$ cat src/rtl/control_unit_pipe.sv
// control_unit_pipe: registered opcode decoder with valid/ready, MULT sequencing and jump flush.
// Define ILLEGAL_TRAP_EN to add a sticky illegal_op flag for opcodes outside the decode table.
module control_unit_pipe #(
   parameter int unsigned OPCODE_W = 5,
   parameter int unsigned ALU_W    = 4,
   parameter int unsigned MULT_LAT = 3
) (
   input  logic                clk,
   input  logic                reset,
   input  logic                in_valid,
   output logic                in_ready,
   input  logic [OPCODE_W-1:0] Opcode,
   input  logic [1:0]          Flags,
   input  logic                ex_hold,
   output logic                out_valid,
   output logic                stall_req,
   output logic                MuxDireccionPC,
   output logic                MuxSelDirRegB,
   output logic                crtlMuxValA,
   output logic                crtlMuxValB,
   output logic                MuxDirWriteIN,
   output logic                MuxDirMemIN,
   output logic                MuxDatoIN,
   output logic                WriteMemIN,
   output logic                WriteRegIN,
   output logic [ALU_W-1:0]    CodigoALUIN,
   output logic [1:0]          MuxResultIN
`ifdef ILLEGAL_TRAP_EN
   ,
   output logic                illegal_op
`endif
);

   localparam int unsigned CntW = (MULT_LAT > 1) ? $clog2(MULT_LAT) : 1;

   typedef enum logic [1:0] {StRun, StMult, StFlush} state_e;

   typedef struct packed {
      logic             pcSel;
      logic             selDirRegB;
      logic             valA;
      logic             valB;
      logic             dirWrite;
      logic             dirMem;
      logic             dato;
      logic             writeMem;
      logic             writeReg;
      logic [ALU_W-1:0] alu;
      logic [1:0]       result;
   } ctrl_t;

   localparam ctrl_t Bubble = '{dirMem: 1'b1, default: '0};

   state_e          stateQ, stateD;
   logic [CntW-1:0] cntQ, cntD;
   ctrl_t           vecQ, vecD, decVec;
   logic            validQ, validD;
   logic            decValid, decMult, decRedirect, accept;
   logic [4:0]      op5;

   assign op5      = Opcode[4:0];
   assign in_ready = (stateQ != StMult) && !ex_hold;
   assign accept   = in_valid && in_ready;

`ifdef ILLEGAL_TRAP_EN
   logic decIllegal, illegalQ;
`endif

   always_comb begin
      decVec      = Bubble;
      decValid    = 1'b0;
      decMult     = 1'b0;
      decRedirect = 1'b0;
`ifdef ILLEGAL_TRAP_EN
      decIllegal  = 1'b0;
`endif
      if (|(Opcode >> 5)) begin
`ifdef ILLEGAL_TRAP_EN
         decIllegal = 1'b1;
`endif
      end else begin
         case (op5)
            5'b00000, 5'b00001, 5'b00010, 5'b00011, 5'b00100, 5'b00101,
            5'b00110, 5'b00111, 5'b01000, 5'b01001, 5'b10000: begin
               decValid        = 1'b1;
               decVec.result   = 2'b10;
               decVec.dato     = 1'b1;
               decVec.writeReg = 1'b1;
               decVec.valB     = (op5 == 5'b00001) || (op5 == 5'b00011) || (op5 == 5'b00101);
               case (op5)
                  5'b00000, 5'b00001: decVec.alu = ALU_W'(4'b0011);
                  5'b00010, 5'b00011: decVec.alu = ALU_W'(4'b0100);
                  5'b00100, 5'b00101: decVec.alu = ALU_W'(4'b0101);
                  5'b00110:           decVec.alu = ALU_W'(4'b0000);
                  5'b00111:           decVec.alu = ALU_W'(4'b0001);
                  5'b01000:           decVec.alu = ALU_W'(4'b0110);
                  5'b01001:           decVec.alu = ALU_W'(4'b0010);
                  default:            decVec.alu = ALU_W'(4'b0111);
               endcase
            end
            5'b01010, 5'b01011: begin
               decValid        = 1'b1;
               decVec.result   = 2'b11;
               decVec.dirMem   = 1'b0;
               decVec.writeReg = 1'b1;
               decVec.valA     = op5[0];
            end
            5'b01100, 5'b01101: begin
               decValid          = 1'b1;
               decVec.selDirRegB = 1'b1;
               decVec.writeMem   = 1'b1;
               decVec.valA       = op5[0];
            end
            5'b01110, 5'b01111: begin
               decValid        = 1'b1;
               decVec.result   = 2'b00;
               decVec.dato     = 1'b1;
               decVec.writeReg = 1'b1;
               decVec.valA     = op5[0];
            end
            5'b10011: begin
               decValid      = 1'b1;
               decVec.pcSel  = 1'b1;
               decVec.dirMem = 1'b0;
               decRedirect   = 1'b1;
            end
            5'b10100, 5'b10101: begin
               // Not-taken branches still count as valid ops, just with a bubble vector.
               decValid     = 1'b1;
               decRedirect  = (op5 == 5'b10100) ? Flags[0] : (Flags != 2'b01);
               decVec.pcSel = decRedirect;
            end
            5'b10110: begin
               decValid        = 1'b1;
               decMult         = 1'b1;
               decVec.alu      = ALU_W'(4'b1000);
               decVec.result   = 2'b01;
               decVec.dirWrite = 1'b1;
               decVec.dato     = 1'b1;
               decVec.writeReg = 1'b1;
            end
            5'b10111, 5'b10001, 5'b10010: ;
            default: begin
`ifdef ILLEGAL_TRAP_EN
               decIllegal = 1'b1;
`endif
            end
         endcase
      end
   end

   always_comb begin
      stateD = stateQ;
      cntD   = cntQ;
      vecD   = vecQ;
      validD = validQ;
      if (!ex_hold) begin
         case (stateQ)
            StRun: begin
               if (accept) begin
                  vecD   = decVec;
                  validD = decValid;
                  if (decMult && (MULT_LAT > 1)) begin
                     vecD.writeReg = 1'b0;
                     cntD          = CntW'(MULT_LAT - 1);
                     stateD        = StMult;
                  end else if (decRedirect) begin
                     stateD = StFlush;
                  end
               end else begin
                  vecD   = Bubble;
                  validD = 1'b0;
               end
            end
            StMult: begin
               if (cntQ == CntW'(1)) begin
                  vecD.writeReg = 1'b1;
                  cntD          = '0;
                  stateD        = StRun;
               end else begin
                  cntD = cntQ - CntW'(1);
               end
            end
            default: begin
               vecD   = Bubble;
               validD = 1'b0;
               stateD = StRun;
            end
         endcase
      end
   end

   always_ff @(posedge clk or posedge reset) begin
      if (reset) begin
         stateQ <= StRun;
         cntQ   <= '0;
         vecQ   <= Bubble;
         validQ <= 1'b0;
      end else begin
         stateQ <= stateD;
         cntQ   <= cntD;
         vecQ   <= vecD;
         validQ <= validD;
      end
   end

`ifdef ILLEGAL_TRAP_EN
   always_ff @(posedge clk or posedge reset) begin
      if (reset) begin
         illegalQ <= 1'b0;
      end else if (accept && (stateQ == StRun) && decIllegal) begin
         illegalQ <= 1'b1;
      end
   end

   assign illegal_op = illegalQ;
`endif

   assign out_valid      = validQ;
   assign stall_req      = (stateQ == StMult);
   assign MuxDireccionPC = vecQ.pcSel;
   assign MuxSelDirRegB  = vecQ.selDirRegB;
   assign crtlMuxValA    = vecQ.valA;
   assign crtlMuxValB    = vecQ.valB;
   assign MuxDirWriteIN  = vecQ.dirWrite;
   assign MuxDirMemIN    = vecQ.dirMem;
   assign MuxDatoIN      = vecQ.dato;
   assign WriteMemIN     = vecQ.writeMem;
   assign WriteRegIN     = vecQ.writeReg;
   assign CodigoALUIN    = vecQ.alu;
   assign MuxResultIN    = vecQ.result;

endmodule
$ cat config.mk
export PLATFORM = sky130hd
export DESIGN_NAME = control_unit_pipe
export DESIGN_NICKNAME = d
export VERILOG_FILES = /design/src/rtl/control_unit_pipe.sv
export SDC_FILE = /design/constraint.sdc
export NUM_CORES = 1
export LEC_CHECK = 0
export ABC_AREA = 1
export CORE_MARGIN = 2
export CORE_UTILIZATION = 42
export DETAILED_ROUTE_END_ITERATION = 10
export GPL_ROUTABILITY_DRIVEN = 0
export HOLD_SLACK_MARGIN = 0.06
export PLACE_DENSITY_LB_ADDON = 0.3
export SKIP_LAST_GASP = 1
export SLEW_MARGIN = 20
export SYNTH_ARGS = -nofsm -noshare
export SYNTH_HDL_FRONTEND = slang
export SYNTH_SLANG_ARGS = --single-unit
$ cat constraint.sdc
create_clock -name clk -period 1.08 [get_ports clk]
set_input_delay 0.216 -clock clk [delete_from_list [all_inputs] [get_ports clk]]
set_output_delay 0.216 -clock clk [all_outputs]
set_load 0.02 [all_outputs]
Yosys cells after proc, flatten, opt, wreduce, memory -nomap -nowiden
Memories as Yosys holds them, arrays and structs flattened.
Index checks and enable logic that the tools add are counted.
{ "word_totals": {"ff_bits": 20, "rom_bits": 48, "output_inout_bits": 18, "memories": 1} }
{ "memory_table": {"columns": ["memory", "words", "width", "rd", "rd_clocked_by_memory_dff", "wr", "line_no", "text"], "rows": [
  ["(name not given)", 16, 3, 1, 0, 0, "90", "case (op5)"]
]} }
{ "op_classes": {"n_addsub": 1, "n_eq_ne": 28, "mux": 30, "n_bitwise": 2, "reduce_logical": 21} }
{ "op_table": {"columns": ["operator", "count"], "rows": [
  ["$eq A5 B4 Y1 const B", 8],
  ["$eq A5 B5 Y1 const B", 5],
  ["$reduce_or A21 Y1", 1],
  ["$eq A5 B3 Y1 const B", 4],
  ["$pmux W8 S2", 1],
  ["$reduce_or A16 Y1", 1],
  ["$mux W15", 1],
  ["$mux W2", 7],
  ["$reduce_or A14 Y1", 1],
  ["$mux W1", 12],
  ["$pmux W6 S2", 1],
  ["$reduce_or A11 Y1", 1],
  ["$eq A5 B2 Y1 const B", 2],
  ["$pmux W2 S2", 2],
  ["$pmux W4 S2", 1],
  ["$reduce_and A4 Y1", 2],
  ["$ne A2 B1 Y1 const B", 3],
  ["$pmux W1 S2", 3],
  ["$pmux W2 S3", 1],
  ["$reduce_or A2 Y1", 3],
  ["$reduce_or A6 Y1", 1],
  ["$eq A5 B1 Y1 const B", 1],
  ["$logic_not A5 Y1", 1],
  ["$eq A2 B1 Y1 const B", 2],
  ["other kinds (12)", 17]
]} }

Longest topological paths before layout
Gate-level depths: netlist of the first run.
{ "depth": {"ltp_word": 7, "mapped_depth": 12, "mapped_depth_nobuf": 11} }

Least setup slack after synthesis of the first run
No wires, ideal clock.
{ "synth_path": {"path_kind": "reg2reg", "from": "reg stateQ[1]", "to": "reg vecQ, in the netlist crtlMuxValA", "arrival_time_ns": 1.403, "required_ns": 0.958, "setup_slack_ns": -0.444, "path_stages_with_launch": 6, "n_path_buf": 1, "period_less_slack_ns": 1.524, "cell_sequence": "dfrtp_1 > nor2_1 > nor2_1 > inv_1 > buf_4 > a32o_1"} }
{ "synth_between": {"word_cells_on_any_way": 9, "classes_between": "eq/ne (2); mux (2); bitwise (1); reduce/logical (4)"} }
{ "synth_lines": {"columns": ["item", "line_no", "text"], "rows": [
  ["from (decl)", "54", "state_e stateQ, stateD;"],
  ["from (signal assigned)", "195", "stateQ <= StRun;"],
  ["from (signal assigned)", "200", "stateQ <= stateD;"],
  ["$eq A2 B1 Y1 *", null, null],
  ["named net stall_req", "16", "output logic stall_req,"],
  ["$not A1 Y1 (no source line)", null, null],
  ["$reduce_and A2 Y1 (no source line)", null, null],
  ["to (signal assigned)", "197", "vecQ <= Bubble;"],
  ["to (signal assigned)", "202", "vecQ <= vecD;"],
  ["to (decl)", "56", "ctrl_t vecQ, vecD, decVec;"]
]} }
Mark *: on every way through the listed nets, which the timed path passes. The rest lies on a longest branch.
A chain may end at the register's enable or synchronous reset.

Worst setup path in the final report of the first run
{ "layout_path": {"from": "reg stateQ[0]", "to": "reg vecQ, in the netlist MuxDirMemIN"} }
{ "layout_between": {"elab_chain_cells": 5, "word_cells_on_any_way": 9, "classes_between": "eq/ne (2); mux (2); bitwise (1); reduce/logical (4)"} }
{ "layout_rtl": {"columns": ["item", "line_no", "text"], "rows": [
  ["$ne A2 B1 Y1", "62", "assign in_ready = (stateQ != StMult) && !ex_hold;"],
  ["$logic_and A1 B1 Y1", "62", null],
  ["$logic_and A1 B1 Y1", "63", "assign accept = in_valid && in_ready;"],
  ["$mux W15", "160", "if (accept) begin"],
  ["$pmux W8 S2", "158", "case (stateQ)"]
]} }
Several ways; a longest one is shown, not always the timed one.

==> run_results.csv, run 1 <==
group,metric,value,unit
timing,fin_tns_setup,-4.23,ns
min_path,min_path_type,"input port to asynchronous set/reset pin",
clock_tree,clock-sinks,18,
die,dieArea,0.00296,sq mm
synth,synth_top_family_by_area,"simple AND/OR/NAND/NOR gates",
synth,yosysWarnings,0,
synth,syn_inst,141,
placed_design,placed_cells,238,
worst_setup_path,slowest_stage,"dfrtp_1",
worst_setup_path,ff2ff_setup_slack,-0.27,ns
synth,synth_xor_area_frac,0,
timing,fin_crit,1.35,ns
worst_setup_path,end_kind,"register",
final_layout,diodes,0,
detailed_routing,viasPerCell,5.30,
timing,fin_crit_sh,1.25,
power_and_ir_drop,powerDensity,1570,mW/mm^2
worst_setup_path,cp_common_cell,"nand3_4",
timing,timing.fmax,740,MHz
synth,syn_nets,155,
detailed_routing,drc,0,
synth,synth_top_area_share,0.398,
final_layout,layout_common_cells,"buf_4, buf_6, nand2_1",
global_routing,grt_start_max_net_pins,19,
worst_setup_path,crit_fanout,4,
clock_tree,cts_max_level,1,
global_routing,grt.total_usage,0.246,
die,dieHeight,54.4,microns
synth,synthesis.area,0.00107,sq mm
clock_tree,root_buffer,"clkbuf_4",
synth,syn_area_per_cell,7.58,sq um
worst_setup_path,reg2regPathDepth,8,
die,die_w,54.4,microns
worst_setup_path,critPathBufInv,3,
power_and_ir_drop,p_leak,1.05,nW
synth,ys_ff_latch,18,
worst_setup_path,cp-start-kind,"register",
synth,synth-seq-area-share,0.423,
die,row_count,18,
clock_tree,cts-buffers-inserted,3,
final_layout,layout_commonest_cell,"buf_4",
timing,fin_skew,0.000797,ns
worst_setup_path,max_stage_delay,0.42,ns
synth,synth_compound_area_frac,0.143,
timing,slew_viol_final,0,
global_routing,antenna_found_initial,0,
run,cap_viol_max_count,0,
power_and_ir_drop,peakVddDrop,1410,uV
die,coreArea,0.00245,sq mm
clock_tree,cts_tree,"done",
worst_setup_path,crit_type,"register to register",
die,ioPinCount,29,
final_layout,area_delta_synth_final,87.2,%
synth,synth-simple-area-share,0.297,
global_routing,grt_pass1_wl,5110,microns
placed_design,io_buffers,28,
worst_setup_path,crit_chain,"buf_6 > nor2_4 > nand3_4 > inv_4 > nand3_4 > o21ai_2 > buf_4 > nor2_1",
timing,hold_viol_final,0,
final_layout,post_layout_nonfiller_instances,252,
detailed_routing,drtIter0Drc,31,
detailed_routing,drtPass1Iterations,4,
placed_design,place_area,0.00171,sq mm
final_layout,drive_gt1_frac,0.532,
synth,ys_types,27,
timing,worst_pin_slew,0.319,ns
placed_design,hpwl,2360,microns
global_routing,grt_pass1_vias,1157,
final_layout,final_core_util,0.815,
detailed_routing,ant_nets,0,
global_routing,overflow,0,
worst_setup_path,worstReg2RegStart,"stateQ[0]",
detailed_routing,wl_per_cell,14.4,microns
synth,synthAdderAreaFrac,0.0351,
timing,setup_viol,21,
final_layout,nNetsFinal,237,
worst_setup_path,worstSetupPathDepth,8,
timing,rsz0062_at_grt,"yes",
clock_tree,clockBufferDepth,2,
worst_setup_path,cp.arrival,1.58,ns
worst_setup_path,worstSetupStartpoint,"stateQ[0]",
detailed_routing,routed_wl,3640,microns
die,start_util,0.435,
run_status,status,"complete, but fails checks",
run_status,violations,"negative setup slack",
timing,timing.slew.headroom,0.787,
clock_tree,clk_pin_slew,0.10,ns
timing,fin_ws,-0.271,ns
worst_setup_path,required,1.31,ns
detailed_routing,num_vias,1335,
worst_setup_path,path_delay_family,"flip-flops",
synth,synth_area_leaders,"dfrtp_1, nand2_1, nor2_1, nand3_1, inv_1",
clock_tree,clk_latency,0.29,ns
final_layout,fin_area,0.00200,sq mm
placed_design,dp_worst_setup_slack,-0.764,ns
synth,synth_top_area_cell,"dfrtp_1",
synth,synthMuxAreaShare,0,
-- what timing repair did --
action / 4_1_cts / 5_1_grt
gates resized for setup: 103 / 60
pin swaps: 6 / 7
buffers inserted: 2 / 9
setup endpoints to repair: 36 / 35
hold buffers: 0 / 0
hold endpoints to repair: 0 / 0
-- flip-flops by register name, summed over array words and instances, names as in the netlist, 2 cells and up --
signal	count
CodigoALUIN	3
stateQ	2
cntQ	2
MuxResultIN	2
-- tightest hold or removal path, cell delays in order --
cell,delay [ns]
clkdlybuf4s50_1,0.39
inv_1,0.09
buf_12,0.16
-- kinds of logic after synthesis --
group	Yosys count
AO/OA/AOI/OAI	26
AND/OR/NAND/NOR	71
adder cells (fa/ha/maj)	3
flip-flops	18
buffers and inverters	23
-- per-layer routing --
layer,up-vias,track usage,share of wire
li1,629,-,-
met1,646,0.288,0.41
met2,52,0.438,0.52
met3,8,0.0437,0.043
met4,0,0.100,0.018
met5,-,0,0
-- cells in the mapped netlist, drive strengths merged --
cell type	n
o211ai	1
dfrtp	17
a22o	1
a211oi	1
nand2	32
inv	18
nor3	2
a21oi	4
nor2	22
ha	3
dfstp	1
a221oi	1
o22ai	1
nand3	12
a31oi	1
nand4	3
o21ai	14
buf	5
o31ai	1
a32o	1
-- final timing paths --
kind                             endpoint
max reg2reg                   MuxDirMemIN
max in group asynchronous     MuxDirMemIN
max                           MuxDirMemIN
min                        MuxResultIN[1]
min reg2reg                    WriteRegIN
min in group clk              crtlMuxValA
-- metrics by stage --
step	hold WS [ns]	total power [mW]
floorplan	0.154	1.56
global placement	0.465	2.20
detailed placement	0.469	2.25
CTS	0.227	2.66
global route	0.224	3.30
finish	0.226	3.14
-- report_power, final --
| part | leakage, nW | switching (mW) | internal (mW) | total, mW |
|---|---|---|---|---|
| clock network | 0.0150 | 0.207 | 0.143 | 0.350 |
| logic | 0.793 | 0.936 | 0.923 | 1.86 |
| registers | 0.238 | 0.108 | 0.824 | 0.931 |
| total | 1.05 | 1.25 | 1.89 | 3.14 |
-- cell type report --
cell class              count  area, sq um
inverters                  18         75.1
clock buffers               4         26.3
fillers                   136          454
well taps                  30         37.5
repair buffers             82          741
flip-flops and latches     18          453
multi-input cells         100          668
Power figures use the tool's default switching activity.
==> inputs of run 2 (changes only) <==
--- a/config.mk
+++ b/config.mk
@@ -13,7 +13,6 @@
 export HOLD_SLACK_MARGIN = 0.06
 export PLACE_DENSITY_LB_ADDON = 0.3
 export SKIP_LAST_GASP = 1
-export SLEW_MARGIN = 20
 export SYNTH_ARGS = -nofsm -noshare
 export SYNTH_HDL_FRONTEND = slang
 export SYNTH_SLANG_ARGS = --single-unit
==> results of run 2 <==
The final DEF is identical to that of run 1; final timing and power are the same.
